===== src/rtl/seg7_scan_driver.sv =====
// Time-multiplexed N-digit common-anode 7-segment driver with per-frame input snapshot and inter-digit guard.
// Optional blinking of selected digits when SEG7_BLINK_EN is defined (adds blink_mask port).
module seg7_scan_driver #(
    parameter int NUM_DIGITS = 4,
    parameter int SCAN_DIV   = 100000,
    parameter int GUARD_CYC  = 4,
    parameter int BLINK_DIV  = 250
) (
    input  logic                    clk,
    input  logic                    rst_n,
    input  logic [4*NUM_DIGITS-1:0] digits,
    input  logic [NUM_DIGITS-1:0]   dp_in,
    input  logic [NUM_DIGITS-1:0]   blank,
`ifdef SEG7_BLINK_EN
    input  logic [NUM_DIGITS-1:0]   blink_mask,
`endif
    output logic [6:0]              seg,
    output logic                    dp,
    output logic [NUM_DIGITS-1:0]   an,
    output logic                    frame_tick
);

    localparam int CW = (SCAN_DIV > 1) ? $clog2(SCAN_DIV) : 1;
    localparam int IW = (NUM_DIGITS > 1) ? $clog2(NUM_DIGITS) : 1;

    logic [CW-1:0]           cnt_reg, cnt_next;
    logic [IW-1:0]           idx_reg, idx_next;
    logic [4*NUM_DIGITS-1:0] snap_digits_reg;
    logic [NUM_DIGITS-1:0]   snap_dp_reg, snap_blank_reg;
    logic [3:0]              snap_nib [NUM_DIGITS];
    logic [6:0]              seg_reg, seg_next;
    logic                    dp_reg, dp_next;
    logic [NUM_DIGITS-1:0]   an_reg, an_next;
    logic                    tick_reg;
    logic                    slot_end, frame_end, in_guard, blink_off, lit;

    function automatic logic [6:0] hex_to_seg(input logic [3:0] nib);
        hex_to_seg = 7'h7F;
        case (nib)
            4'h0: hex_to_seg = 7'h40;
            4'h1: hex_to_seg = 7'h79;
            4'h2: hex_to_seg = 7'h24;
            4'h3: hex_to_seg = 7'h30;
            4'h4: hex_to_seg = 7'h19;
            4'h5: hex_to_seg = 7'h12;
            4'h6: hex_to_seg = 7'h02;
            4'h7: hex_to_seg = 7'h78;
            4'h8: hex_to_seg = 7'h00;
            4'h9: hex_to_seg = 7'h10;
            4'hA: hex_to_seg = 7'h08;
            4'hB: hex_to_seg = 7'h03;
            4'hC: hex_to_seg = 7'h46;
            4'hD: hex_to_seg = 7'h21;
            4'hE: hex_to_seg = 7'h06;
            4'hF: hex_to_seg = 7'h0E;
        endcase
    endfunction

    assign slot_end  = (cnt_reg == CW'(SCAN_DIV - 1));
    assign frame_end = slot_end && (idx_reg == IW'(NUM_DIGITS - 1));

    genvar gi;
    generate
        for (gi = 0; gi < NUM_DIGITS; gi++) begin : g_nib
            assign snap_nib[gi] = snap_digits_reg[4*gi +: 4];
        end
        if (GUARD_CYC == 0) begin : g_no_guard
            assign in_guard = 1'b0;
        end else begin : g_guard
            assign in_guard = (cnt_reg < CW'(GUARD_CYC));
        end
    endgenerate

`ifdef SEG7_BLINK_EN
    localparam int BW = (BLINK_DIV > 1) ? $clog2(BLINK_DIV) : 1;

    logic [BW-1:0]         frame_cnt_reg;
    logic                  blink_phase_reg;
    logic [NUM_DIGITS-1:0] snap_blink_reg;

    always_ff @(posedge clk) begin
        if (!rst_n) begin
            frame_cnt_reg   <= '0;
            blink_phase_reg <= 1'b0;
            snap_blink_reg  <= '0;
        end else if (frame_end) begin
            snap_blink_reg <= blink_mask;
            if (frame_cnt_reg == BW'(BLINK_DIV - 1)) begin
                frame_cnt_reg   <= '0;
                blink_phase_reg <= ~blink_phase_reg;
            end else begin
                frame_cnt_reg <= frame_cnt_reg + 1'b1;
            end
        end
    end

    assign blink_off = blink_phase_reg & snap_blink_reg[idx_reg];
`else
    assign blink_off = 1'b0;
`endif

    assign lit = !in_guard && !snap_blank_reg[idx_reg] && !blink_off;

    always_comb begin
        cnt_next = slot_end ? '0 : cnt_reg + 1'b1;
        idx_next = idx_reg;
        if (slot_end) begin
            idx_next = (idx_reg == IW'(NUM_DIGITS - 1)) ? '0 : idx_reg + 1'b1;
        end
        // seg/dp follow the scanned digit even while its anode is held off
        seg_next = hex_to_seg(snap_nib[idx_reg]);
        dp_next  = ~snap_dp_reg[idx_reg];
        an_next  = '1;
        if (lit) begin
            an_next[idx_reg] = 1'b0;
        end
    end

    always_ff @(posedge clk) begin
        if (!rst_n) begin
            cnt_reg         <= '0;
            idx_reg         <= '0;
            snap_digits_reg <= '0;
            snap_dp_reg     <= '0;
            snap_blank_reg  <= '1;
            seg_reg         <= 7'h7F;
            dp_reg          <= 1'b1;
            an_reg          <= '1;
            tick_reg        <= 1'b0;
        end else begin
            cnt_reg  <= cnt_next;
            idx_reg  <= idx_next;
            seg_reg  <= seg_next;
            dp_reg   <= dp_next;
            an_reg   <= an_next;
            tick_reg <= frame_end;
            if (frame_end) begin
                snap_digits_reg <= digits;
                snap_dp_reg     <= dp_in;
                snap_blank_reg  <= blank;
            end
        end
    end

    assign seg        = seg_reg;
    assign dp         = dp_reg;
    assign an         = an_reg;
    assign frame_tick = tick_reg;

endmodule


===== config.mk =====
export PLATFORM = sky130hd
export DESIGN_NAME = seg7_scan_driver
export DESIGN_NICKNAME = d
export VERILOG_FILES = /design/src/rtl/seg7_scan_driver.sv
export SDC_FILE = /design/constraint.sdc
export NUM_CORES = 1
export LEC_CHECK = 0
export ABC_CLOCK_PERIOD_IN_PS = 3000
export CAP_MARGIN = 20
export CORE_UTILIZATION = 34
export DETAILED_ROUTE_END_ITERATION = 16
export SLEW_MARGIN = 10
export SYNTH_ARGS = -nofsm -noshare
export SYNTH_HDL_FRONTEND = slang
export SYNTH_SLANG_ARGS = --single-unit

===== constraint.sdc =====
create_clock -name clk -period 3 [get_ports clk]
set_clock_uncertainty 0.15 [all_clocks]
set_input_delay 0.3 -clock clk [delete_from_list [all_inputs] [get_ports clk]]
set_output_delay 0.3 -clock clk [all_outputs]
set_load 0.01 [all_outputs]

== Word level (Yosys, flattened, before mapping) ==
Memories as Yosys holds them, arrays and structs flattened. A register that Yosys moved wholly into a read port is not among the register bits.
Index checks and enable logic that the tools add are counted.

* Register bits after elaboration: 49
* ROM bits: 112
* Input port bits: 26
* Output and inout port bits: 13
* Word-level logic and storage cells: 39
* Memories: 1

* $add $sub $neg: 2
* $lt $le $gt $ge: 4
* Eq/ne operators: 2
* Multiplexer cells: 10
* Bitwise gates (word level): 4
* Reductions and logical operators: 8

{| class="wikitable"
|+ Memories
! name !! depth !! width !! rd ports !! clocked after memory_dff !! wr ports !! line !! source
|-
| (name not given) || 16 || 7 || 1 || 1 || 0 || 39 || <nowiki>case (nib)</nowiki>
|}

{| class="wikitable"
|+ Operator list
! kind !! number
|-
| $add 17x1->17 const B || 1
|-
| $eq 17x17->1 const B || 1
|-
| $lt 17x3->1 const B || 1
|-
| $bmux 4 s2 || 1
|-
| $mux 4 || 2
|-
| $bmux 1 s2 || 2
|-
| $not 4->4 || 1
|-
| $ge 3x3->1 const B || 1
|-
| $logic_and 1x1->1 || 3
|-
| $logic_not 1->1 || 3
|-
| $lt 2x3->1 const B || 1
|-
| $mux 1 || 3
|-
| $not 2->3 || 1
|-
| $add 2x1->2 const B || 1
|-
| $demux 1 s2 || 1
|-
| $eq 2x2->1 const B || 1
|-
| $ge 2x1->1 const B || 1
|-
| $mux 2 || 1
|-
| $not 1->1 || 2
|-
| $reduce_and 2->1 || 1
|-
| $reduce_or 2->1 || 1
|}

== Depth between registers and ports, before layout ==
* Depth after elaboration: 5
* Mapped depth: 7
* Mapped depth without buffers: 6

== Least setup slack after synthesis ==
Ideal clock, no wire load.

* Path type: register -> register
* Start point: reg idx_reg[0]
* End point: reg seg_reg[3], in the netlist seg[3]
* Library setup time: 133 ps
* Arrival: 1860 ps
* Required time: 2717 ps
* Path slack: 857 ps
* Stages on the path, launching flop included: 7
* Path buffers: 1
* Clock period less this slack: 2143 ps
* Cells stage by stage: dfxtp_1 buf_6 mux4_1 ha_1 or2_2 a21oi_1 o21ai_1

* Word-level cells in the longest chain between the ends: 4

{| class="wikitable"
|+ RTL lines
! element !! line !! source
|-
| from (decl) || 27 || <nowiki>logic [IW-1:0] idx_reg, idx_next;</nowiki>
|-
| from (signal assigned) || 132 || <nowiki>idx_reg <= idx_next;</nowiki>
|-
| $not 2->3 (not written as such) || 111 || <nowiki>seg_next = hex_to_seg(snap_nib[idx_reg]);</nowiki>
|-
| $bmux 4 s2 || 111 ||
|-
| $mux 4 (not written as such) (2 in series) || 111 ||
|-
| to (decl) || 31 || <nowiki>logic [6:0] seg_reg, seg_next;</nowiki>
|}

Every way passes these cells. The select of a mux whose other input is x is not followed.
A chain may end at the register's enable or synchronous reset.

== Worst setup path in the final report ==
Same ends and word-level chain as after synthesis.

==> summary.txt <==
Status
  – Status: complete, no violations

Worst setup path
  – Worst path arrival time: between 2 and 2.5 ns
  – Worst Path Required: a little over 3 ns
  – CP startpoint kind: flip-flop
  – Reg-to-reg setup timing slack: about 0.77 ns
  – CP Capture Type: flip-flop
  – Critical Setup Path Class: reg -> reg
  – Reg-to-Reg End: seg[3]$_SDFF_PN1_
  – Max FO, Critical Path: 6
  – RR Startpoint: idx_reg[0]$_SDFFE_PN0N_
  – Reg2reg path depth: 5

Global route
  – Most Used Layer, Global Route: met2
  – First-pass GRT wire length: between 7 and 8 mm
  – Met1 usage: ~18%
  – Initial antenna violation count: 0
  – Global Route Usage Sum: roughly an eighth
  – Vias in the first global route: ~1600
  – Met2 GRT Util: a little under a fifth
  – GR met3 Demand/Resource: approximately 2.8%
  – Largest net degree at the start of global routing: 22
  – Remaining Overflow, GRT: 0

Synth
  – Synthesized area per cell: roughly 11 sq um
  – Register area share after synthesis: roughly 46%
  – Synth Flop Type: dfxtp_1
  – Cells after Synth: around 230
  – Compound-gate portion of the synthesized area: ~15%
  – Synth top area cells: dfxtp_1 46%, a22o_1 7.3%, ha_1 5.7%
  – Yosys warning count: 0
  – Post-synth ARST share: 0%
  – Seq cells post-synth: 56
  – Post-synth top area share: 46.5%
  – Post-synthesis xor/xnor area fraction: roughly 4.7%
  – Post-Synth Simple-Gate Area: 15.4%
  – Mapped cell area: between 2000 and 2500 sq um
  – Post-Synth Adder-Cell Area: 5.71%
  – Biggest area consumer among synthesized cells: dfxtp_1
  – Post-synth EDFFs: 0
  – Largest family of logic cells by synthesized area: simple AND/OR/NAND/NOR gates
  – Syn nets: ~270
  – Fraction of synthesized area in multiplexers: 7.88%
  – Distinct cells, synth: 46

Route
  – Vias: around 1800
  – Via density: about 4.9
  – Wirelength per Cell: 12.3 um
  – Pre-antenna DRT Iters: 4
  – Final wirelength: 4.44 mm
  – DRT iter0 DRCs: slightly below 100
  – DRC: 0
  – Antenna Nets Post-Route: 0

STA
  – Maximum operating frequency: ~0.45 GHz
  – Worst setup margin: 0.775 ns
  – Worst Tran Pin Value: approximately 0.69 ns
  – Setup-failing EPs final: 0
  – Tmin final: about 2.2 ns
  – RSZ-0062 raised after global routing: no
  – Hold slack: between 0.3 and 0.4 ns
  – Relative slew slack: about 54%
  – Final setup TNS: 0 ns
  – Period utilization: between 70% and 80%
  – Slew Limit Fails: 0
  – Final hold vios: 0

Cells and area
  – Register area: approximately 1100 sq um
  – Commonest non-fill, non-tap cell in the layout: dfxtp_1
  – Antenna cells: 0
  – Area delta synth->final: 22.4%
  – Layout cell share with drive strength beyond 1: approximately 7.5%
  – Utilization after layout: a little over two fifths
  – Nets@finish: between 300 and 400
  – Multi-input gate area: around 1200 sq um
  – Number of fill cells: 690
  – Most frequent cells in the layout: 56 x dfxtp_1, 38 x clkdlybuf4s50_1, 20 x a22o_1
  – Max FFs per register: 17

Power
  – PD cells: roughly 410 nW/um^2
  – Peak supply drop: about 0.00016 V
  – LEAKAGE: approximately 1.0 nW

CTS
  – Post-CTS setup buffers: 0
  – CTS H-tree depth: 2
  – Post-cts resize count: 0
  – Clock buffer count from CTS: 5
  – Post-CTS Hold Buffers: 0
  – Worst-skew pair later-pin latency: ~0.30 ns
  – CTS max path bufs: 2
  – # clock sinks: 56
  – Root buffer cell: clkbuf_8
  – CTS tree: yes
  – Clock-pin slew on the worst setup and hold paths: roughly 0.10 ns

Hold path
  – Hold Path Stages: 1
  – Min-delay worst type: reg -> reg
  – Hold_sp: cnt_reg[0]$_SDFF_PP0_
  – Worst hold endpoint: cnt_reg[0]$_SDFF_PP0_

Die
  – Die Outline Area: around 7400 sq um
  – Total core area: between 6000 and 7000 sq um
  – FP Rows: 30
  – Die height: between 80 and 90 um
  – Top Ports: 39
  – Die X: 86.2 um
  – Starting Density: a little over a third

Placement
  – Pre-CTS WS: approximately 0.78 ns
  – Detailed placement HPWL: ~3.3 mm
  – Port Buffers: 38
  – Placer congestion estimate: around 0.85

Job
  – Max_cap viols: 0
[worst max-delay path, stage by stage (launching register included)]
cell and delay, ns:
dfxtp_1 0.48, mux4_1 0.71, ha_1 0.28, or2_2 0.30, a21oi_1 0.14, o21ai_1 0.07
[worst max path at each step]
stage	from	end	slack, ns
3_5_place_dp	idx_reg[0]$_SDFFE_PN0N_	seg[3]$_SDFF_PN1_	0.78
3_3_place_gp	idx_reg[0]$_SDFFE_PN0N_	seg[3]$_SDFF_PN1_	0.85
4_1_cts	idx_reg[0]$_SDFFE_PN0N_	seg[3]$_SDFF_PN1_	0.77
6_report	idx_reg[0]$_SDFFE_PN0N_	seg[3]$_SDFF_PN1_	0.77
5_1_grt	idx_reg[0]$_SDFFE_PN0N_	an[3]$_SDFF_PN1_	0.65
2_1_floorplan	idx_reg[0]$_SDFFE_PN0N_	seg[3]$_SDFF_PN1_	0.86
[cells in the mapped netlist, drive strengths merged (2+ instances only)]
| cell | number |
|---|---|
| or2 | 2 |
| or3 | 2 |
| and4 | 3 |
| nand2 | 15 |
| buf | 11 |
| xor2 | 7 |
| nand4 | 6 |
| o221ai | 2 |
| a21oi | 6 |
| xnor2 | 6 |
| nor2 | 17 |
| nor3 | 3 |
| nor4 | 5 |
| mux2 | 2 |
| ha | 11 |
| o31ai | 2 |
| mux4 | 6 |
| o22a | 4 |
| dfxtp | 56 |
| a22o | 20 |
| o211ai | 2 |
| nand3 | 12 |
| o21ai | 6 |
| clkbuf | 3 |
| inv | 8 |
[cell type report]
| class | instances | area share, % |
|---|---|---|
| multi-input combinational | 151 | 40.0 |
| clock buffer | 6 | 2.46 |
| clock inverter | 2 | 0.551 |
| tap | 96 | 4.07 |
| timing repair buffer | 42 | 13.9 |
| inverter | 8 | 1.02 |
| sequential | 56 | 38.0 |
[metal layers]
| metal | vias up | routed length (um) |
|---|---|---|
| li1 | 916 | - |
| met1 | 799 | 2320 |
| met5 | - | 0 |
| met3 | 6 | 163 |
| met4 | 0 | 53 |
| met2 | 30 | 1900 |
[stage by stage]
step	instances	power, mW	area (sq um)
after floorplan	229	0.794	2410
after global placement	353	0.842	2860
after detailed placement	353	0.843	2860
after CTS	361	1.24	2950
after global routing	361	1.28	2950
final	361	1.22	2950
[power by group]
part	internal, mW	total (mW)	switching, mW
logic	0.0432	0.0693	0.0261
registers	0.750	0.755	0.00476
clock network	0.166	0.397	0.231
[cell families (layout without fill, tap and decap cells)]
kind of cell / after synthesis / count (layout)
XOR/XNOR: 13 / 13
AND/OR/NAND/NOR: 71 / 71
multiplexers: 9 / 9
flip-flops: 56 / 56
adder cells (fa/ha/maj): 11 / 11
buffers and inverters: 22 / 58
AO/OA/AOI/OAI: 47 / 47
Note: power is estimated with default switching activity, not from simulation.
